==> src/rtl/ddr_refresh_sched.sv <==
// DDR refresh scheduler: accrues one refresh obligation per TREFI clocks, borrows the
// memory from the command scheduler via rfc_req/rfc_ack, and issues AUTO REFRESH with tRFC spacing.
module ddr_refresh_sched #(
  parameter int unsigned TREFI     = 1040,
  parameter int unsigned TRFC      = 10,
  parameter int unsigned MAX_DEBT  = 8,
  parameter int unsigned URGENT_AT = 6,
  parameter int unsigned CNT_WIDTH = 11
) (
  input  logic       clock_i,
  input  logic       reset_i,
  input  logic       enable_i,
  output logic       rfc_req_o,
  output logic       rfc_urgent_o,
  input  logic       rfc_ack_i,
  output logic       ref_cmd_o,
  output logic       rfc_end_o,
  output logic [3:0] debt_o,
  output logic       overflow_o
);

  localparam logic [1:0] ST_IDLE = 2'd0;
  localparam logic [1:0] ST_REQ  = 2'd1;
  localparam logic [1:0] ST_CMD  = 2'd2;
  localparam logic [1:0] ST_WAIT = 2'd3;

  localparam int unsigned TW = $clog2(TRFC);
  localparam logic [CNT_WIDTH-1:0] RELOAD    = CNT_WIDTH'(TREFI - 1);
  localparam logic [TW-1:0]        TRFC_LOAD = TW'(TRFC - 1);
  localparam logic [3:0]           DEBT_MAX  = 4'(MAX_DEBT);
  localparam logic [3:0]           DEBT_URG  = 4'(URGENT_AT);

  logic [1:0]           state;
  logic [CNT_WIDTH-1:0] interval;
  logic                 tick;
  logic [TW-1:0]        timer;
  logic [3:0]           debt_next;
  logic                 ovf_set;

  // Tick is registered, so the first one lands TREFI clocks after enable rises.
  always_ff @(posedge clock_i) begin
    if (reset_i) begin
      interval <= RELOAD;
      tick     <= 1'b0;
    end else begin
      tick <= 1'b0;
      if (enable_i) begin
        if (interval == '0) begin
          interval <= RELOAD;
          tick     <= 1'b1;
        end else begin
          interval <= interval - CNT_WIDTH'(1);
        end
      end
    end
  end

  always_comb begin
    debt_next = debt_o;
    ovf_set   = 1'b0;
    if (tick && !ref_cmd_o) begin
      if (debt_o == DEBT_MAX) ovf_set = 1'b1;
      else                    debt_next = debt_o + 4'd1;
    end else if (!tick && ref_cmd_o) begin
      debt_next = debt_o - 4'd1;
    end
  end

  always_ff @(posedge clock_i) begin
    if (reset_i) begin
      state        <= ST_IDLE;
      timer        <= '0;
      rfc_req_o    <= 1'b0;
      ref_cmd_o    <= 1'b0;
      rfc_end_o    <= 1'b0;
      rfc_urgent_o <= 1'b0;
      debt_o       <= '0;
      overflow_o   <= 1'b0;
    end else begin
      debt_o       <= debt_next;
      rfc_urgent_o <= (debt_next >= DEBT_URG);
      if (ovf_set) overflow_o <= 1'b1;
      ref_cmd_o <= 1'b0;
      rfc_end_o <= 1'b0;
      case (state)
        ST_IDLE: begin
          if (debt_o != '0) begin
            state     <= ST_REQ;
            rfc_req_o <= 1'b1;
          end
        end
        ST_REQ: begin
          if (rfc_ack_i) begin
            state     <= ST_CMD;
            ref_cmd_o <= 1'b1;
          end
        end
        ST_CMD: begin
          state <= ST_WAIT;
          timer <= TRFC_LOAD;
        end
        ST_WAIT: begin
          // debt_o here already reflects the decrement from the command just issued.
          if (timer == '0) begin
            if (debt_o != '0 && rfc_ack_i) begin
              state     <= ST_CMD;
              ref_cmd_o <= 1'b1;
            end else begin
              state     <= ST_IDLE;
              rfc_req_o <= 1'b0;
              rfc_end_o <= 1'b1;
            end
          end else begin
            timer <= timer - TW'(1);
          end
        end
        default: state <= ST_IDLE;
      endcase
    end
  end

endmodule

==> config.mk <==
export PLATFORM = sky130hd
export DESIGN_NAME = ddr_refresh_sched
export DESIGN_NICKNAME = d
export VERILOG_FILES = /design/src/rtl/ddr_refresh_sched.sv
export SDC_FILE = /design/constraint.sdc
export NUM_CORES = 1
export LEC_CHECK = 0
export ABC_AREA = 0
export ABC_CLOCK_PERIOD_IN_PS = 2400
export CELL_PAD_IN_SITES_DETAIL_PLACEMENT = 0
export CELL_PAD_IN_SITES_GLOBAL_PLACEMENT = 1
export CORE_ASPECT_RATIO = 0.8
export CORE_MARGIN = 4
export CORE_UTILIZATION = 42
export DETAILED_ROUTE_END_ITERATION = 12
export GPL_TIMING_DRIVEN = 0
export PLACE_DENSITY_LB_ADDON = 0.2
export SLEW_MARGIN = 10
export SYNTH_ARGS = -nofsm -noshare
export SYNTH_HDL_FRONTEND = slang
export SYNTH_SLANG_ARGS = --single-unit
==> constraint.sdc <==
create_clock -name clock_i -period 2.4 [get_ports clock_i]
set_clock_uncertainty 0.2 [all_clocks]
set_input_delay 0.48 -clock clock_i [delete_from_list [all_inputs] [get_ports clock_i]]
set_output_delay 0.48 -clock clock_i [all_outputs]
set_load 0.05 [all_outputs]
# Word level (Yosys, flattened, before mapping)
# Index checks and enable logic that the tools add are counted.
# totals
ff_bits	27
elab_cells	66
input_bits	4
out_inout_bits	9
# op_classes
n_lt_le_gt_ge	1
n_reduce_logical	16
n_eq_ne	9
n_addsub	4
bitwise	3
mux	23
# ops
operator	count
$mux 4	4
$logic_not 11->1	1
$mux 11	1
$sub 11x1->11 const B	1
$mux 1	10
$ne 2x2->1 const B	5
$mux 2	4
$pmux 2 s4	1
$pmux 4 s2	1
$sub 4x1->4 const B	2
$add 4x1->4 const B	1
$eq 2x2->1 const B	2
$eq 4x4->1 const B	1
$ge 4x3->1 const B	1
$logic_not 4->1	1
$pmux 1 s2	2
$reduce_and 4->1	1
$reduce_bool 2->1	2
$reduce_bool 4->1	1
$logic_and 1x1->1	3
$not 1->1	3
$reduce_and 3->1	1
$reduce_or 3->1	1
$eq 2x1->1 const B	1
other kinds (4)	5

# Depth between registers and ports, before layout
# Gate-level depths: netlist (run 1).
# logic_depth
word_depth	5
depth_mapped	7

# Worst setup path before layout (run 1)
# OpenSTA, ideal clock, no wires.
# synth_timing
path_type	register -> register
startpoint	reg debt_o[0]
endpoint	reg rfc_req_o
synth_period_minus_slack_ps	1970
arrival_time_ps	1637
required_time_ps	2068
setup_slack_ps	430
n_path_buf	0
setup_time_ps	132
path_stages_with_launch	7
cell_sequence	dfxtp_1 -> inv_1 -> ha_1 -> or3b_1 -> and2_1 -> o21ai_0 -> a21oi_1
# synth_between
elab_chain_cells	4
elab_cells_between_ends	5
# synth_rtl
element	line_no	rtl
from (decl)	18	output logic [3:0] debt_o,
from (signal assigned)	80	debt_o <= debt_next;
$reduce_bool 4->1 *	87, 105	
$logic_and 1x1->1	105	if (debt_o != '0 && rfc_ack_i) begin
$ne 2x2->1 (no line)	-	
$reduce_and 4->1 (no line) *	-	
to (signal assigned)	73	rfc_req_o <= 1'b0;
to (signal assigned)	89	rfc_req_o <= 1'b1;
to (signal assigned)	110	rfc_req_o <= 1'b0;
to (decl)	13	output logic rfc_req_o,
# Every way passes the cells marked *; elsewhere a longest branch is shown, timed or not.
# A chain may end at the register's enable or synchronous reset.

# Final worst setup path (run 1)
# layout_timing
startpoint	reg debt_o[3]
endpoint	out debt_o[3]
# No word-level cell between the ends.

==> results of run 1 <==
[metrics by stage]
| step | hold WS [ps] | instances |
|---|---|---|
| after CTS | 299 | 199 |
| after global routing | 337 | 199 |
| after global placement | 257 | 195 |
| final | 297 | 199 |
| after detailed placement | 286 | 195 |
| after floorplan | 262 | 146 |
[logic make-up (layout without fill, tap and decap cells)]
logic type | after synthesis | after routing
muxes | 2 | 2
AOI/OAI and AO/OA | 25 | 25
adders and majority gates | 4 | 4
DFF | 27 | 27
xor gates and xnor gates | 11 | 11
and+or+nand+nor | 61 | 61
buffers and inverters | 16 | 31
[flip-flops by register name (all words and copies together), names as in the netlist]
signal        flops
interval         11
debt_o            4
timer             4
state             2
overflow_o        1
ref_cmd_o         1
rfc_end_o         1
rfc_req_o         1
rfc_urgent_o      1
tick              1
[layout by cell type (no fill, tap or decap), drive strengths merged, types with 2 or more instances in the layout]
| cell type | n |
|---|---|
| a21oi | 9 |
| a2bb2oi | 2 |
| and2 | 2 |
| clkbuf | 7 |
| clkdlybuf4s50 | 11 |
| dfxtp | 27 |
| ha | 4 |
| inv | 12 |
| mux2i | 2 |
| nand2 | 14 |
| nand3b | 3 |
| nand4bb | 2 |
| nor2 | 19 |
| nor2b | 2 |
| nor3 | 7 |
| nor3b | 2 |
| nor4b | 2 |
| o211ai | 3 |
| o21ai | 4 |
| or3b | 2 |
| xnor2 | 7 |
| xor2 | 4 |
[area by class of cell]
cell class	instances	area [um^2]	share of cell area [%]
Clock buffer	4	45.0	3.03
Multi-Input combinational cell	103	679	45.7
Timing Repair Buffer	11	110	7.41
Tap cell	38	47.5	3.20
Sequential cell	27	541	36.4
Inverter	12	45.0	3.03
Buffer	4	18.8	1.26
[per-layer routing]
| layer | track usage, % | vias up | wire length [um] | part of all wire, % |
|---|---|---|---|---|
| li1 | - | 533 | - | - |
| met1 | 18.2 | 456 | 1270 | 51 |
| met2 | 20.5 | 19 | 1070 | 43 |
| met3 | 4.23 | 4 | 117 | 4.7 |
| met4 | 3.28 | 0 | 34 | 1.4 |
| met5 | 0 | - | 0 | 0 |
[power groups by stage]
stage / sequential (uW) / clock (uW) / combinational (uW)
floorplan: 601 / 0 / 188
global placement: 545 / 0 / 327
detailed placement: 547 / 0 / 331
CTS: 536 / 266 / 333
global route: 545 / 287 / 364
finish: 535 / 256 / 333
[worst min-delay path by stage]
stage	start	slack, ps	end
6_report	rfc_req_o$_SDFFE_PP0P_	300	rfc_req_o$_SDFFE_PP0P_
5_1_grt	interval[1]$_SDFFE_PP1P_	340	interval[1]$_SDFFE_PP1P_
4_1_cts	rfc_req_o$_SDFFE_PP0P_	300	rfc_req_o$_SDFFE_PP0P_
3_5_place_dp	rfc_req_o$_SDFFE_PP0P_	290	rfc_req_o$_SDFFE_PP0P_
3_3_place_gp	overflow_o$_SDFFE_PP0P_	260	overflow_o$_SDFFE_PP0P_
2_1_floorplan	interval[1]$_SDFFE_PP1P_	260	interval[1]$_SDFFE_PP1P_
==> results.sh, run 1 <==
export IMPL_status="complete, no violations"
export IMPL_placed_area_um2=1440
export IMPL_end_kind="primary output"
export IMPL_worst_slack_ps=120
export IMPL_hpwl_um=1850
export IMPL_synth_nets=154
export IMPL_yosys_area_share_simple_pct=26.8
export IMPL_fin_nets=170
export IMPL_synthTopCellsByArea="dfxtp_1 (42%), nor2_1 (5.6%), xnor2_1 (4.8%), nand2_1 (4.1%), ha_1 (3.9%)"
export IMPL_cp_slowest_stage_delay_ps=860
export IMPL_cts_made_buffers=3
export IMPL_post_cts_buffers=0
export IMPL_firstDrtPassIters=4
export IMPL_cts_max_level=1
export IMPL_slew_violations=0
export IMPL_cellInternalPower_uw=741
export IMPL_worst_r2r_path_depth=5
export IMPL_synth_xor_area_share_pct=7.50
export IMPL_grt_antenna_before_repair=0
export IMPL_routed_via_count=1012
export IMPL_holdPathStages=2
export IMPL_max_cap_viol_count=0
export IMPL_period_share_pct=95.0
export IMPL_syn_cell_area_um2=1280
export IMPL_r2r_slack_ps=450
export IMPL_async_flop_share_pct=0
export IMPL_row_count=17
export IMPL_fillers=282
export IMPL_clockRootBuffer="clkbuf_8"
export IMPL_start_kind="register"
export IMPL_hold_buffers=0
export IMPL_grt_pass1_wl_um=4380
export IMPL_drc=0
export IMPL_synth_top_family_by_area="simple AND/OR/NAND/NOR gates"
export IMPL_pre_cts_ws_ps=-43.2
export IMPL_clkSinkCount=27
export IMPL_post_route_util_pct=52.2
export IMPL_synth_distinct_cells=36
export IMPL_route_antenna_remaining_nets=0
export IMPL_slew_headroom_pct=64.3
export IMPL_crit_end="debt_o[3]"
export IMPL_grtUsageTotal_pct=13.3
export IMPL_core_um2=2850
export IMPL_worstPathArrival_ps=1600
export IMPL_crit_family="buffers and inverters"
export IMPL_grt_start_max_net_pins=15
export IMPL_first_iter_violations=58
export IMPL_leakage_uw=0.000546
export IMPL_synth_top_cell_area_share_pct=42.1
export IMPL_cp_num_cells=1
export IMPL_syn_area_per_cell_um2=8.79
export IMPL_finalPower_uw=1120
export IMPL_power_frac_clock_pct=22.7
export IMPL_yosysMostFrequentCell="dfxtp_1"
export IMPL_critPathSlowestCell="clkdlybuf4s50_1"
export IMPL_wl_um=2490
export IMPL_port_buffers=11
export IMPL_required_ps=1720
export IMPL_tightest_slew_ps=535
export IMPL_synth_compound_area_share_pct=13.2
export IMPL_clockBufferDepth=2
export IMPL_overflow=0
export IMPL_final_area_um2=1490
export IMPL_p_seq_share_pct=47.6
export IMPL_yosys_area_share_adder_pct=3.90
export IMPL_insertion_delay_ps=270
export IMPL_fmax_ghz=0.439
export IMPL_ys_flop_type="dfxtp_1"
export IMPL_yosysTopAreaCell="dfxtp_1"
export IMPL_drive_above_1_share_pct=5.59
export IMPL_cts_resized=0
export IMPL_post_drt_wl_per_cell_um=12.5
export IMPL_crit_fanout=7
export IMPL_ys_seq_area_share_pct=42.1
export IMPL_antenna_cells=0
export IMPL_r2r_end="rfc_end_o$_SDFF_PP0_"
export IMPL_switching_share_pct=34.0
export IMPL_finalSetupViolCount=0
export IMPL_dieArea_um2=4010
export IMPL_vias_per_cell=5.09
export IMPL_ys_ff_latch=27
export IMPL_synth_edf_count=0
export IMPL_reg2reg_from="debt_o[1]$_SDFF_PP0_"
export IMPL_ios=13
export IMPL_synthCells=146
export IMPL_clk_pin_slew_worst_paths_ps=90
export IMPL_crit_start="debt_o[3]$_SDFF_PP0_"
export IMPL_hold_class="reg -> reg"
export IMPL_start_util_pct=45.0
export IMPL_tritoncts="done"
export IMPL_grt_pass1_vias=953
export IMPL_die_h_um=57.5
export IMPL_rsz0062_at_grt="false"
export IMPL_power_density_nw_per_um2=756
export IMPL_synth_mux_area_share_pct=1.56
export IMPL_synth_common_cells="dfxtp_1 (27), nor2_1 (19), nand2_1 (14), inv_1 (12), a21oi_1 (9)"
export IMPL_max_vdd_ir_drop_uv=436
export IMPL_final_hold_viol_count=0
export IMPL_gp_congestion=0.846
export IMPL_crit_type="reg -> out"
export IMPL_finalCriticalPeriod_ps=2280
export IMPL_setup_tns_ps=0
export IMPL_fp_dieW_um=69.8
export IMPL_netSwitchingPower_uw=382
export IMPL_syn2layout_area_growth_pct=15.8
export IMPL_crit_path_cell_trace="clkdlybuf4s50_1"
export IMPL_path_buf_inv=1
export IMPL_synth_warnings=0
export IMPL_pwr_share_comb_pct=29.6
Note: power is estimated with default switching activity, not from simulation.
==> run 2, diff against run 1 <==
--- a/config.mk
+++ b/config.mk
@@ -10,7 +10,7 @@
 export CELL_PAD_IN_SITES_DETAIL_PLACEMENT = 0
 export CELL_PAD_IN_SITES_GLOBAL_PLACEMENT = 1
 export CORE_ASPECT_RATIO = 0.8
-export CORE_MARGIN = 4
+export CORE_MARGIN = 2
 export CORE_UTILIZATION = 42
 export DETAILED_ROUTE_END_ITERATION = 12
 export GPL_TIMING_DRIVEN = 0
==> run 2 against run 1 <==
Against the previous run: utilization up 0.52 points; design area increased by 0.25%; register-to-register slack barely moved; global-route usage increased by 1.8 points; count of clock-buffer cells in the layout shrank 1; combinational power about the same; critical endpoint is now ref_cmd_o.
==> results.sh, run 2 (same netlist as run 1, synthesis figures left out) <==
export IMPL_status="complete, no violations"
export IMPL_drc=0
export IMPL_finalCriticalPeriod_ps=2270
export IMPL_top_register="interval"
export IMPL_clockBufferDepth=2
export IMPL_worstPathArrival_ps=1590
export IMPL_first_iter_violations=37
export IMPL_die_h_um=53.5
export IMPL_start_kind="register"
export IMPL_overflow=0
export IMPL_reg2reg_from="debt_o[0]$_SDFF_PP0_"
export IMPL_leakage_uw=0.000545
export IMPL_crit_start="ref_cmd_o$_SDFF_PP0_"
export IMPL_worstHoldStart="overflow_o$_SDFFE_PP0P_"
export IMPL_cts_max_level=1
export IMPL_core_um2=2830
export IMPL_row_count=17
export IMPL_routed_via_count=1006
export IMPL_grt_start_max_net_pins=17
export IMPL_cts_made_buffers=3
export IMPL_max_vdd_ir_drop_uv=485
export IMPL_insertion_delay_ps=270
export IMPL_grt_antenna_before_repair=0
export IMPL_dieArea_um2=3520
export IMPL_critPathSlowestCell="clkdlybuf4s50_1"
export IMPL_wl_um=2310
export IMPL_max_cap_viol_count=0
export IMPL_power_density_nw_per_um2=756
export IMPL_slew_headroom_pct=65.6
export IMPL_final_hold_viol_count=0
export IMPL_hold_buffers=0
export IMPL_setup_tns_ps=0
export IMPL_grtUsageTotal_pct=15.1
export IMPL_clk_pin_slew_worst_paths_ps=100
export IMPL_fp_dieW_um=65.8
export IMPL_end_kind="primary output"
export IMPL_required_ps=1720
export IMPL_crit_fanout=7
export IMPL_syn2layout_area_growth_pct=16.1
export IMPL_vias_per_cell=5.06
export IMPL_finalSetupViolCount=0
export IMPL_tritoncts="done"
export IMPL_holdWs_ps=288
export IMPL_ios=13
export IMPL_grt_pass1_vias=901
export IMPL_drive_above_1_share_pct=6.21
export IMPL_cts_resized=0
export IMPL_crit_family="buffers and inverters"
export IMPL_period_share_pct=94.6
export IMPL_hpwl_um=1740
export IMPL_grt_pass1_wl_um=3980
export IMPL_final_cell_mix="dfxtp_1 (27), nor2_1 (19), nand2_1 (14), inv_1 (12), clkdlybuf4s50_1 (11)"
export IMPL_path_buf_inv=1
export IMPL_fin_nets=170
export IMPL_clkSinkCount=27
export IMPL_start_util_pct=45.4
export IMPL_route_antenna_remaining_nets=0
export IMPL_post_drt_wl_per_cell_um=11.6
export IMPL_post_cts_buffers=0
export IMPL_crit_type="reg -> out"
export IMPL_firstDrtPassIters=4
export IMPL_antenna_cells=0
export IMPL_clockRootBuffer="clkbuf_8"
export IMPL_hold_class="reg -> reg"
export IMPL_gp_congestion=0.829
export IMPL_post_route_util_pct=52.7
export IMPL_rsz0062_at_grt="false"
export IMPL_crit_path_cell_trace="clkdlybuf4s50_1"
export IMPL_tightest_slew_ps=516
export IMPL_port_buffers=11
export IMPL_final_common_cell="dfxtp_1"
export IMPL_largest_reg_flops=11
export IMPL_cp_slowest_stage_delay_ps=850
export IMPL_reg_top3="interval x11, debt_o x4, timer x4"
export IMPL_slew_violations=0
export IMPL_fmax_ghz=0.441
[run 2: cell types whose count changed in the layout (fill, tap and decap cells not counted), sizes merged]
cell and change:
clkbuf -1, clkinvlp +1
[run 2: area by class of cell]
type,instances,area [um^2]
tap,38,47.5
sequential,27,541
timing repair buffer,11,110
clock buffer,3,41.3
inverter,12,45.0
buffer,4,18.8
fill,254,1340
clock inverter,1,7.51
multi-input combinational,103,679
[run 2: metrics by stage]
stage / std cells / total power (uW) / cell area [um^2] / worst slack, ps
6_report: 199 / 1130 / 1490 / 131
3_5_place_dp: 195 / 876 / 1440 / -26.1
4_1_cts: 199 / 1140 / 1490 / 113
5_1_grt: 199 / 1200 / 1490 / 43.9
2_1_floorplan: 146 / 789 / 1280 / 430
3_3_place_gp: 195 / 872 / 1440 / -28.5
[run 2: layer usage]
metal	up-vias	global-route usage [%]	part of all wire, %
met1	462	20.3	52
met5	-	0	0
li1	536	-	-
met3	0	4.47	2.3
met4	0	3.13	0
met2	8	24.1	45
[run 2: final timing paths]
check	endpoint	slack, ps	depth (start not counted)
max reg2reg	rfc_req_o$_SDFFE_PP0P_	460	6
min reg2reg	overflow_o$_SDFFE_PP0P_	290	2
max	ref_cmd_o	130	1
min	overflow_o$_SDFFE_PP0P_	290	2
[run 2: report_power, final]
group / internal (uW) / switching (uW) / total (uW)
Clock: 118 / 142 / 260
Combinational: 131 / 199 / 330
Sequential: 490 / 46.6 / 537
Total: 740 / 388 / 1130
[run 2: worst register-to-register path: cells and delay by family (launching register included)]
| family | cells | cell delay, ps |
|---|---|---|
| buffers and inverters | 1 | 110 |
| and+or+nand+nor | 2 | 600 |
| AOI/OAI and AO/OA | 2 | 240 |
| adders and majority gates | 1 | 280 |
| DFF | 1 | 370 |
==> run 3, diff against run 2 <==
--- a/config.mk
+++ b/config.mk
@@ -12,6 +12,7 @@
 export CORE_ASPECT_RATIO = 0.8
 export CORE_MARGIN = 2
 export CORE_UTILIZATION = 42
+export CTS_CLUSTER_SIZE = 12
 export DETAILED_ROUTE_END_ITERATION = 12
 export GPL_TIMING_DRIVEN = 0
 export PLACE_DENSITY_LB_ADDON = 0.2
==> results of run 3 <==
Same layout as run 2: the final DEF is identical, and so are final timing and power.
